===== src/rtl/recip_freq_meter.sv =====
// Reciprocal frequency meter: counts clk cycles and signal periods
// between edge-aligned gate open/close, with timeout and saturation flags.
`timescale 1ns/1ps
module recip_freq_meter #(
    parameter int CNT_W          = 32,
    parameter int GATE_W         = 32,
    parameter int TIMEOUT_CYCLES = 200_000_000,
    parameter int SYNC_STAGES    = 2
) (
    input  logic              clk,
    input  logic              rst,
    input  logic              wave,
    input  logic              start,
    input  logic              continuous,
    input  logic              abort,
    input  logic [GATE_W-1:0] gate_cycles,
    output logic              busy,
    output logic              result_valid,
    output logic [CNT_W-1:0]  ref_count,
    output logic [CNT_W-1:0]  sig_count,
    output logic              timeout,
    output logic              overflow
);
    localparam int WD_W = $clog2(TIMEOUT_CYCLES);
    localparam int CMP_W = (CNT_W > GATE_W) ? CNT_W : GATE_W;
    localparam logic [WD_W-1:0] WD_LAST = WD_W'(TIMEOUT_CYCLES - 1);

    typedef enum logic [1:0] {IDLE, ARM, MEAS} state_t;

    state_t state, state_n;
    logic [SYNC_STAGES-1:0] sync;
    logic hist;
    logic sig_edge;
    logic [CNT_W-1:0] ref_cnt, ref_cnt_n, sig_cnt, sig_cnt_n;
    logic [CNT_W-1:0] ref_inc, sig_inc;
    logic [CNT_W-1:0] ref_count_n, sig_count_n;
    logic [GATE_W-1:0] gate_lat, gate_lat_n, gate_eff;
    logic [WD_W-1:0] wd, wd_n;
    logic ovf, ovf_n, sat, closing, expired;
    logic rv_n, timeout_n, overflow_n;

    always_ff @(posedge clk or posedge rst) begin
        if (rst) begin
            sync <= '0;
            hist <= 1'b0;
        end else begin
            sync <= {sync[SYNC_STAGES-2:0], wave};
            hist <= sync[SYNC_STAGES-1];
        end
    end

    assign sig_edge = sync[SYNC_STAGES-1] & ~hist;
    assign busy = (state != IDLE);

    always_comb begin
        ref_inc  = (&ref_cnt) ? ref_cnt : ref_cnt + CNT_W'(1);
        sig_inc  = sig_cnt;
        if (sig_edge && !(&sig_cnt))
            sig_inc = sig_cnt + CNT_W'(1);
        sat      = (&ref_inc) | (&sig_inc);
        // a saturated ref counter can never reach a larger gate, so it closes too
        closing  = sig_edge &&
                   ((CMP_W'(ref_inc) >= CMP_W'(gate_lat)) || (&ref_inc));
        expired  = (wd == WD_LAST);
        gate_eff = (gate_cycles == '0) ? GATE_W'(1) : gate_cycles;
    end

    always_comb begin
        state_n     = state;
        ref_cnt_n   = ref_cnt;
        sig_cnt_n   = sig_cnt;
        ovf_n       = ovf;
        gate_lat_n  = gate_lat;
        wd_n        = wd;
        rv_n        = 1'b0;
        ref_count_n = ref_count;
        sig_count_n = sig_count;
        timeout_n   = timeout;
        overflow_n  = overflow;
        unique case (state)
            IDLE: begin
                if (start) begin
                    gate_lat_n = gate_eff;
                    wd_n       = '0;
                    state_n    = ARM;
                end
            end
            ARM: begin
                wd_n = wd + WD_W'(1);
                if (expired) begin
                    rv_n        = 1'b1;
                    ref_count_n = '0;
                    sig_count_n = '0;
                    timeout_n   = 1'b1;
                    overflow_n  = 1'b0;
                    state_n     = IDLE;
                end else if (sig_edge) begin
                    ref_cnt_n = '0;
                    sig_cnt_n = '0;
                    ovf_n     = 1'b0;
                    state_n   = MEAS;
                end
            end
            MEAS: begin
                wd_n      = wd + WD_W'(1);
                ref_cnt_n = ref_inc;
                sig_cnt_n = sig_inc;
                ovf_n     = ovf | sat;
                if (closing) begin
                    rv_n        = 1'b1;
                    ref_count_n = ref_inc;
                    sig_count_n = sig_inc;
                    timeout_n   = 1'b0;
                    overflow_n  = ovf | sat;
                    wd_n        = '0;
                    if (continuous) begin
                        ref_cnt_n  = '0;
                        sig_cnt_n  = '0;
                        ovf_n      = 1'b0;
                        gate_lat_n = gate_eff;
                    end else begin
                        state_n = IDLE;
                    end
                end else if (expired) begin
                    rv_n        = 1'b1;
                    ref_count_n = '0;
                    sig_count_n = '0;
                    timeout_n   = 1'b1;
                    overflow_n  = 1'b0;
                    state_n     = IDLE;
                end
            end
            default: state_n = IDLE;
        endcase
        // abort discards everything, including a publish in the same cycle
        if (abort) begin
            state_n     = IDLE;
            rv_n        = 1'b0;
            ref_count_n = ref_count;
            sig_count_n = sig_count;
            timeout_n   = timeout;
            overflow_n  = overflow;
        end
    end

    always_ff @(posedge clk or posedge rst) begin
        if (rst) begin
            state        <= IDLE;
            ref_cnt      <= '0;
            sig_cnt      <= '0;
            ovf          <= 1'b0;
            gate_lat     <= '0;
            wd           <= '0;
            result_valid <= 1'b0;
            ref_count    <= '0;
            sig_count    <= '0;
            timeout      <= 1'b0;
            overflow     <= 1'b0;
        end else begin
            state        <= state_n;
            ref_cnt      <= ref_cnt_n;
            sig_cnt      <= sig_cnt_n;
            ovf          <= ovf_n;
            gate_lat     <= gate_lat_n;
            wd           <= wd_n;
            result_valid <= rv_n;
            ref_count    <= ref_count_n;
            sig_count    <= sig_count_n;
            timeout      <= timeout_n;
            overflow     <= overflow_n;
        end
    end
endmodule


===== config.mk =====
export PLATFORM = sky130hd
export DESIGN_NAME = recip_freq_meter
export DESIGN_NICKNAME = d
export VERILOG_FILES = /design/src/rtl/recip_freq_meter.sv
export SDC_FILE = /design/constraint.sdc
export NUM_CORES = 1
export LEC_CHECK = 0
export ABC_AREA = 1
export BUFFER_PORTS_ARGS = -buffer_cell sky130_fd_sc_hd__buf_2
export CAP_MARGIN = 25
export CORE_AREA = 2 2 207 250
export CTS_BUF_LIST = sky130_fd_sc_hd__clkbuf_4 sky130_fd_sc_hd__clkbuf_8
export DETAILED_ROUTE_END_ITERATION = 6
export DIE_AREA = 0 0 209 252
export PLACE_DENSITY = 0.41
export SYNTH_ARGS = -nofsm -noshare
export SYNTH_HDL_FRONTEND = slang
export SYNTH_SLANG_ARGS = --single-unit

===== constraint.sdc =====
create_clock -name clk -period 9.65 [get_ports clk]
set_clock_uncertainty 0.2 [all_clocks]
set_input_delay 1.93 -clock clk [delete_from_list [all_inputs] [get_ports clk]]
set_output_delay 1.93 -clock clk [all_outputs]
set_load 0.01 [all_outputs]

==> summary.txt <==
Detailed routing
  – First-pass DRT Iterations: 5
  – Iteration-0 DRC Markers: 687
  – Vias per cell: 4.487
  – # DRC: 0
  – Drt total wl: between 40 and 50 mm
  – Vias: 11600
  – Antenna-violating nets left: 0
  – DR WL/cell: 15.96 um

STA
  – Total negative slack: 0 ps
  – PnR worst setup slack: 4630 ps
  – Max-slew headroom: 0.3769
  – Fin crit share: 0.5202
  – Hold Slack: 167.0 ps
  – RSZ-0062 raised after global routing: false
  – Fin. max-slew vios: 0
  – Final hold violation count: 0
  – # setup viols final: 0
  – Crit path time final: 5020 ps
  – Measured slew at the worst slew-check pin: 933.7 ps
  – Max Freq: 199.2 MHz

Die
  – Total I/O pin count: 106
  – Die area: between 50000 and 60000 um^2
  – Row count: 90
  – Core Region: approximately 50000 um^2
  – Initial core utilization: 0.2489
  – Die height: 252 um
  – Die Wd: 209 um

Synth
  – Post-synth cell types: 37
  – Post-synth top area share: 0.3953
  – Ys Warns: 0
  – Top cells by area, synth: dfrtp_1, nand2_1, nor2_1, inv_1, nand3_1
  – Mapped Area: between 10000 and 15000 um^2
  – Net Count, Synth: a little under 2000
  – Flop and latch count out of synthesis: 197
  – Fraction of registers with async set/reset: 1.000
  – Cell type with the largest total area after synthesis: dfrtp_1
  – Syn Area/Cell: roughly 6.7 um^2
  – Synth Instances: about 1900
  – Number of synthesized flops with an enable pin: 0
  – Ys flop type: dfrtp_1
  – Sequential-to-total area share from yosys stat: 0.3953

Placed design
  – Pre-CTS setup slack: 4533 ps
  – Post-DP HPWL: around 30 mm
  – RePlAce Congestion: between 0.8 and 0.9
  – PortBufs: about 110
  – # placed instances: 2551

Final layout
  – Most frequent cells in the layout: nand2_1, dfrtp_1, nor2_1, inv_1, buf_2
  – Area grow syn2layout: 12.18%
  – Post-route insts no fill: 2584
  – Share of cells above drive strength 1: 0.09438
  – Layout fillers: 5556
  – Layout Nets: 2004
  – Commonest non-fill, non-tap cell in the layout: nand2_1

GRT
  – Gr ovfl total: 0
  – Initial antenna violation count: 1
  – Vias in the first global route: 11390
  – First-pass GRT wire length: 65.85 mm
  – Largest net degree at the start of global routing: 109
  – GR Util All Layers: 0.1604

Setup path
  – Reg2Reg Setup Slack: 4630 ps
  – Setup crit end kind: flop
  – Critical Path RT: 9940 ps
  – R2R cell count: 20
  – R2R Path Start: ref_cnt[0]
  – Worst Path Arrival: 5310 ps
  – Startpoint class of the critical path: flop
  – Crit path max fanout: 30
  – Reg2reg end: ref_count[1]
  – Critical path type: reg2reg

Clocking
  – Post-CTS Hold Buffers: 0
  – CTS tree: built
  – Inserted Clock Buffers: 17
  – Clock transition at path regs: 120 ps
  – CTS sink count: 197
  – H-tree levels: 4
  – Root buf cell: clkbuf_8
  – # Post-CTS Setup Buffers: 0
  – Clk Latency, worst-skew pair: approximately 540 ps
  – Post-CTS sizing: 0
  – CTS Buffer Depth: 2

Power
  – Leakage: 7.492 nW
  – Final Power: 2.354 mW
  – Peak VDD IR: between 0.0001 and 0.00015 V
  – Power Density: 168.2 nW/um^2

Worst hold path
  – Min-delay worst type: reg2reg
  – Hold Path Depth: 0
  – Hold_sp: sync[0]
  – Hold endpoint: sync[1]

Run status
  – Outcome: finished clean

Run
  – Max Cap Viol: 0
-- logic make-up after synthesis --
logic type,Yosys count,share of synthesized area
AO/OA/AOI/OAI,121,0.05017
flip-flops,197,0.3953
buffers and inverters,241,0.08137
XOR/XNOR,63,0.04425
adder cells (fa/ha/maj),40,0.04013
AND/OR/NAND/NOR,1194,0.3888
-- where the power goes --
part | internal, mW | leakage [nW] | switching, mW | total, mW
Sequential | 0.927 | 2.67 | 0.0760 | 1.00
Clock | 0.237 | 0.201 | 0.350 | 0.587
Combinational | 0.205 | 4.62 | 0.559 | 0.764
-- cell usage after synthesis (3+ instances only) --
library cell	number
xor2_1	49
nand2_2	10
nand4_1	36
nand3_1	103
buf_6	11
ha_1	40
nor3_1	20
xnor2_1	14
nor2_1	173
a21oi_1	39
clkbuf_1	31
inv_1	167
o21ai_0	22
inv_2	7
buf_2	16
buf_1	6
nor2_2	3
nor4_1	13
dfrtp_1	197
nand2_1	826
o21ai_1	53
-- final cells by class --
| class | instances | area, um^2 | area share |
|---|---|---|---|
| antenna | 1 | 2.502 | 0.0001789 |
| clock buffer | 17 | 234.0 | 0.01672 |
| clock inverter | 15 | 168.9 | 0.01207 |
| inverter | 175 | 664.4 | 0.04749 |
| multi-input combinational | 1418 | 6569 | 0.4695 |
| sequential | 197 | 4930 | 0.3524 |
| tap | 644 | 805.8 | 0.05760 |
| timing repair buffer | 117 | 615.6 | 0.04400 |
-- per-stage QoR --
stage,cell area (um^2),utilization
final,13990,0.2792
after global routing,13990,0.2792
after CTS,13990,0.2791
after detailed placement,13580,0.2711
after global placement,13580,0.2711
after floorplan,12470,-
-- routing by layer --
layer / wire [um] / global-route usage / part of all wire
met5: 0 / 0 / 0
met4: 1141 / 0.05980 / 0.028
met3: 1166 / 0.02527 / 0.028
met2: 20680 / 0.2802 / 0.50
met1: 18250 / 0.1989 / 0.44
-- registers in the layout, indices dropped and copies added, names as in the netlist --
name          count
gate_lat         32
ref_cnt          32
hist              1
timeout           1
overflow          1
ref_count        32
sync              2
ovf               1
sig_count        32
sig_cnt          32
state             2
result_valid      1
wd               28
-- worst max path at each step --
stage	startpoint	endpoint
after CTS	ref_cnt[0]	ref_count[1]
after global routing	ref_cnt[0]	ref_count[1]
after floorplan	rst	gate_lat[0]
final	ref_cnt[0]	ref_count[1]
after detailed placement	ref_cnt[0]	ref_count[1]
after global placement	ref_cnt[0]	ref_count[1]
-- critical path: stages, from the launching register on --
cell and delay [ps]:
dfrtp_1 470, ha_1 310, inv_2 90, nor2_4 50
nand2_2 140, nor2_8 80, nand2_4 320, nand2_1 370
ha_1 440, nand4_1 120, nor3_1 250, nand3_1 190
nor4_1 210, nor2_1 100, nand2_2 150, nand3_4 300
inv_2 540, nand2_1 290, inv_2 160, nand2_1 70
nand2_1 70
(Power assumes the default switching activity.)
